## src/rtl/icmp_share_arbiter.sv

```systemverilog
// Round-robin arbiter in front of one shared LLVM-icmp comparator.
// One registered result slot, tagged with the index of the winning requester.
module icmp_share_arbiter #(
  parameter int ParamBitWidth = 32,
  parameter int ParamNumReq   = 4,
  parameter int ParamIdWidth  = (ParamNumReq > 1) ? $clog2(ParamNumReq) : 1
) (
  input  logic                               clk,
  input  logic                               rst_n,
  input  logic [ParamNumReq-1:0]             req_valid,
  output logic [ParamNumReq-1:0]             req_ready,
  input  logic [4*ParamNumReq-1:0]           req_op,
  input  logic [ParamBitWidth*ParamNumReq-1:0] req_lhs,
  input  logic [ParamBitWidth*ParamNumReq-1:0] req_rhs,
  output logic                               rsp_valid,
  input  logic                               rsp_ready,
  output logic [ParamIdWidth-1:0]            rsp_id,
  output logic                               rsp_ret,
  output logic                               rsp_err
);

  typedef enum logic [3:0] {
    OP_EQ  = 4'd0, OP_NE  = 4'd1, OP_UGT = 4'd2, OP_UGE = 4'd3, OP_ULT = 4'd4,
    OP_ULE = 4'd5, OP_SGT = 4'd6, OP_SGE = 4'd7, OP_SLT = 4'd8, OP_SLE = 4'd9
  } icmp_op_e;

  // Returns {err, ret}; undefined predicate codes report err with ret forced low.
  function automatic logic [1:0] icmp_eval(input logic [3:0] op,
                                           input logic [ParamBitWidth-1:0] a,
                                           input logic [ParamBitWidth-1:0] b);
    logic eq, u_lt, s_lt;
    eq   = (a == b);
    u_lt = (a < b);
    s_lt = ($signed(a) < $signed(b));
    case (op)
      OP_EQ:   icmp_eval = {1'b0, eq};
      OP_NE:   icmp_eval = {1'b0, !eq};
      OP_UGT:  icmp_eval = {1'b0, !u_lt && !eq};
      OP_UGE:  icmp_eval = {1'b0, !u_lt};
      OP_ULT:  icmp_eval = {1'b0, u_lt};
      OP_ULE:  icmp_eval = {1'b0, u_lt || eq};
      OP_SGT:  icmp_eval = {1'b0, !s_lt && !eq};
      OP_SGE:  icmp_eval = {1'b0, !s_lt};
      OP_SLT:  icmp_eval = {1'b0, s_lt};
      OP_SLE:  icmp_eval = {1'b0, s_lt || eq};
      default: icmp_eval = 2'b10;
    endcase
  endfunction

  logic [ParamIdWidth-1:0] ptr_q, ptr_d;
  logic                    rsp_valid_q, rsp_valid_d;
  logic [ParamIdWidth-1:0] rsp_id_q, rsp_id_d;
  logic                    rsp_ret_q, rsp_ret_d;
  logic                    rsp_err_q, rsp_err_d;

  logic                     slot_free;
  logic                     grant_valid;
  logic [ParamIdWidth-1:0]  grant_idx;
  logic                     transfer;
  logic [1:0]               cmp_res;
  int                       idx;

  assign slot_free = !rsp_valid_q || rsp_ready;

  // NOTE: every variable written here gets a default first so no latch is inferred.
  always_comb begin
    grant_valid = 1'b0;
    grant_idx   = '0;
    idx         = 0;
    for (int k = 0; k < ParamNumReq; k++) begin
      idx = int'(ptr_q) + k;
      if (idx >= ParamNumReq) idx = idx - ParamNumReq;
      if (!grant_valid && req_valid[idx]) begin
        grant_valid = 1'b1;
        grant_idx   = ParamIdWidth'(idx);
      end
    end
  end

  assign transfer = grant_valid && slot_free;

  always_comb begin
    req_ready = '0;
    if (transfer) req_ready[grant_idx] = 1'b1;
  end

  assign cmp_res = icmp_eval(req_op[4*int'(grant_idx) +: 4],
                             req_lhs[ParamBitWidth*int'(grant_idx) +: ParamBitWidth],
                             req_rhs[ParamBitWidth*int'(grant_idx) +: ParamBitWidth]);

  always_comb begin
    ptr_d       = ptr_q;
    rsp_valid_d = rsp_valid_q;
    rsp_id_d    = rsp_id_q;
    rsp_ret_d   = rsp_ret_q;
    rsp_err_d   = rsp_err_q;
    if (transfer) begin
      rsp_valid_d = 1'b1;
      rsp_id_d    = grant_idx;
      rsp_ret_d   = cmp_res[0];
      rsp_err_d   = cmp_res[1];
      // Pointer moves past the winner only on a real transfer, so a stalled winner keeps priority.
      ptr_d       = (int'(grant_idx) == ParamNumReq - 1) ? '0
                                                         : grant_idx + ParamIdWidth'(1);
    end else if (rsp_ready) begin
      rsp_valid_d = 1'b0;
    end
  end

  // NOTE: state registers use non-blocking assignments so all flops update together at the edge.
  always_ff @(posedge clk or negedge rst_n) begin
    if (!rst_n) begin
      ptr_q       <= '0;
      rsp_valid_q <= 1'b0;
      rsp_id_q    <= '0;
      rsp_ret_q   <= 1'b0;
      rsp_err_q   <= 1'b0;
    end else begin
      ptr_q       <= ptr_d;
      rsp_valid_q <= rsp_valid_d;
      rsp_id_q    <= rsp_id_d;
      rsp_ret_q   <= rsp_ret_d;
      rsp_err_q   <= rsp_err_d;
    end
  end

  assign rsp_valid = rsp_valid_q;
  assign rsp_id    = rsp_id_q;
  assign rsp_ret   = rsp_ret_q;
  assign rsp_err   = rsp_err_q;

endmodule
```

## config.mk

```make
export PLATFORM = sky130hd
export DESIGN_NAME = icmp_share_arbiter
export DESIGN_NICKNAME = d
export VERILOG_FILES = /design/src/rtl/icmp_share_arbiter.sv
export SDC_FILE = /design/constraint.sdc
export NUM_CORES = 1
export LEC_CHECK = 0
export ABC_AREA = 1
export BUFFER_PORTS_ARGS = -buffer_cell sky130_fd_sc_hd__clkbuf_2
export CORE_AREA = 2 2 110 112
export CTS_CLUSTER_SIZE = 12
export DETAILED_ROUTE_END_ITERATION = 10
export DIE_AREA = 0 0 112 114
export GPL_ROUTABILITY_DRIVEN = 0
export HOLD_SLACK_MARGIN = 0.12
export PLACE_DENSITY = 0.66
export SLEW_MARGIN = 20
export SYNTH_ARGS = -nofsm -noshare
export SYNTH_HDL_FRONTEND = slang
export SYNTH_SLANG_ARGS = --single-unit
```

## constraint.sdc

```tcl
create_clock -name clk -period 6.35 [get_ports clk]
set_input_delay 0.3175 -clock clk [delete_from_list [all_inputs] [get_ports clk]]
set_output_delay 0.3175 -clock clk [all_outputs]
set_load 0.02 [all_outputs]
```

==> impl_metrics.tcl <==
set metrics [dict create \
    outcome "completed" \
    row_count 40 \
    antenna_found_initial 0 \
    routed_wl_um 14500 \
    reg2reg_depth 25 \
    ant_nets 0 \
    fin_setup_tns_ps 0 \
    avgSynthCellArea_sq_um 5.64 \
    hold_buffers 1 \
    reg2reg_to "rsp_ret$_DFFE_PN0P_" \
    cts_tree "done" \
    slew_headroom 0.360 \
    grt.overflow.total 0 \
    grtUsageTotal 0.207 \
    synth_top_family_by_area "simple AND/OR/NAND/NOR gates" \
    synthAdderAreaFrac 0.128 \
    vias 5171 \
    yosys.area_share.xor_xnor 0 \
    r2r_start "ptr_q[0]$_DFFE_PN0P_" \
    wl_per_cell_um 14.2 \
    die_y_um 114 \
    post_cts_buffers 0 \
    start_util 0.301 \
    port_buffers 287 \
    drive_gt1_frac 0.351 \
    core_area_sq_mm 0.0117 \
    hold_violations 0 \
    clockRootBuffer "clkbuf_16" \
    maxCapViolCount 0 \
    ys_seq_elements 7 \
    critPathArrivalTime_ps 4970 \
    endpoint_kind "register" \
    setup_violations 0 \
    cts_sinks 7 \
    die_area_sq_mm 0.0128 \
    drc 0 \
    nets 1191 \
    slew_viol_final 0 \
    cp-start-kind "register" \
    critical_path_class "reg -> reg" \
    drtPass1Iterations 5 \
    synth.area.mux_share 0 \
    worstHoldEndpoint "rsp_valid$_DFFE_PN0P_" \
    r2r_slack_ps 1550 \
    netlist_instances 626 \
    syn_nets 941 \
    cts_max_path_buffers 2 \
    clk_pin_slew_worst_paths_ps 40 \
    synth.yosys.seq_area_share 0.0496 \
    grt_pass1_vias 4620 \
    boundaryPins 288 \
    synth_compound_area_frac 0.326 \
    ctsHtreeMaxLevel 1 \
    grt_max_degree 102 \
    max_freq_mhz 208 \
    antenna_cells 0 \
    skew_ps 0.908 \
    hp-start "rsp_ready" \
    yosys_warnings 0 \
    cp.required_ps 6520 \
    die_w_um 112 \
    area_delta_synth_final_pct 41.1 \
    cts_buffers 3 \
    synth_simple_gate_area_frac 0.379 \
    critical_path.max_fanout 79 \
    netlist_area_sq_mm 0.00353 \
    tightest_slew_ps 961 \
    hp-class "in -> reg" \
    vias_per_cell 5.06 \
    grt_pass1_wl_um 22100 \
    period_needed_ps 4800 \
    min_path_cells 4 \
    period_share 0.756 \
    drt_iter0_drc 332 \
    grt_setup_unrepaired "no" \
    cts_resized 0 \
    insertion_delay_ps 230 \
    synth.distinct_cells 30 \
    hpwl_um 11800 \
]
## registers in the layout, summed over array words and instances (netlist names)
| name | cells |
|---|---|
| rsp_ret | 1 |
| rsp_id | 2 |
| ptr_q | 2 |
| rsp_valid | 1 |
| rsp_err | 1 |
## worst max-delay path by stage
| stage | start | slack, ps | endpoint | cells past startpoint |
|---|---|---|---|---|
| 3_5_place_dp | ptr_q[0]$_DFFE_PN0P_ | 1590 | rsp_ret$_DFFE_PN0P_ | 25 |
| 2_1_floorplan | ptr_q[0]$_DFFE_PN0P_ | 3100 | rsp_ret$_DFFE_PN0P_ | 28 |
| 5_1_grt | ptr_q[0]$_DFFE_PN0P_ | 900 | rsp_ret$_DFFE_PN0P_ | 25 |
| 6_report | ptr_q[0]$_DFFE_PN0P_ | 1550 | rsp_ret$_DFFE_PN0P_ | 25 |
| 3_3_place_gp | ptr_q[0]$_DFFE_PN0P_ | 1700 | rsp_ret$_DFFE_PN0P_ | 25 |
| 4_1_cts | ptr_q[0]$_DFFE_PN0P_ | 1570 | rsp_ret$_DFFE_PN0P_ | 25 |
## metal layers
layer / track usage / vias to the layer above / wire length, um
met5: 0 / - / 0
met3: 0.0186 / 31 / 933
met1: 0.285 / 2237 / 6430
met2: 0.351 / 224 / 6840
li1: - / 2679 / -
met4: 0.0496 / 0 / 282
## worst max-delay path: stages, from the launching register on
cell      delay (ps)
dfrtp_1          570
inv_6             80
nand2_1           90
nand2_2           90
nand2_2           80
nand2_1           80
nor2_4           120
nand3_2          170
nand3_4          420
clkinv_2         650
buf_12           420
o21ai_0          210
o22ai_1          100
ha_1             280
nand2_1           40
nor2_1           120
nand4_1          130
nor4_1           290
nand3_1          150
inv_1            100
nand3_1          110
nand2_1           70
nand2_1           40
nand3_1           70
nand4_1           70
nand2_1           70
## cell families after synthesis
group | Yosys count
DFF | 7
and+or+nand+nor | 329
AOI/OAI and AO/OA | 179
buffers and inverters | 75
adders and majority gates | 36
## synth_stat cells, drive strengths merged
| library cell | n | area, sq um |
|---|---|---|
| nand4 | 8 | 50.1 |
| a32oi | 16 | 140 |
| dfrtp | 7 | 175 |
| a21oi | 65 | 325 |
| o22ai | 16 | 100 |
| o21ai | 44 | 220 |
| o21a | 3 | 22.5 |
| and2 | 1 | 6.26 |
| inv | 29 | 114 |
| ha | 36 | 450 |
| nor2 | 46 | 183 |
| a32o | 32 | 320 |
| nand2 | 250 | 948 |
| o21bai | 3 | 22.5 |
| clkbuf | 6 | 22.5 |
| nor4 | 2 | 12.5 |
| nand3 | 20 | 128 |
| buf | 40 | 279 |
| nor3 | 2 | 10.0 |
## cell type report
type	count	area, sq um
repair buffers	291	1480
well taps	147	184
clock buffers	4	78.8
inverters	29	115
fillers	1308	6730
flip-flops and latches	7	175
multi-input cells	544	2950
## through the flow
stage | util | cells | hold WS [ps] | instance area, sq um | setup slack, ps
6_report | 0.425 | 1022 | 353 | 4980 | 1550
5_1_grt | 0.425 | 1022 | 392 | 4980 | 898
4_1_cts | 0.425 | 1022 | 354 | 4980 | 1570
3_5_place_dp | 0.418 | 1017 | 172 | 4890 | 1590
3_3_place_gp | 0.418 | 1017 | 164 | 4890 | 1700
2_1_floorplan | - | 626 | 21.9 | 3530 | 3100
## cells in the final DEF (no fill, tap or decap)
cell type / instances
o21a_1: 3
nand2_2: 4
nand2_1: 245
clkbuf_1: 1
nand3_4: 1
dlygate4sd3_1: 1
nand2_4: 1
dfrtp_1: 7
a32o_1: 32
inv_6: 1
clkbuf_2: 287
nor2_4: 1
buf_4: 2
buf_12: 1
nand3_2: 3
ha_1: 36
a21oi_1: 65
o22ai_1: 16
nand3_1: 16
nor3_1: 2
clkbuf_16: 3
and2_1: 1
inv_2: 1
nor2_1: 44
nand4_1: 8
nor2_2: 1
a32oi_1: 16
o21bai_1: 3
inv_1: 26
o21ai_0: 44
nor4_1: 2
clkinv_2: 1
Power is not shown: default switching activity piles up to over one toggle a cycle in this logic, so the estimate is an artifact.
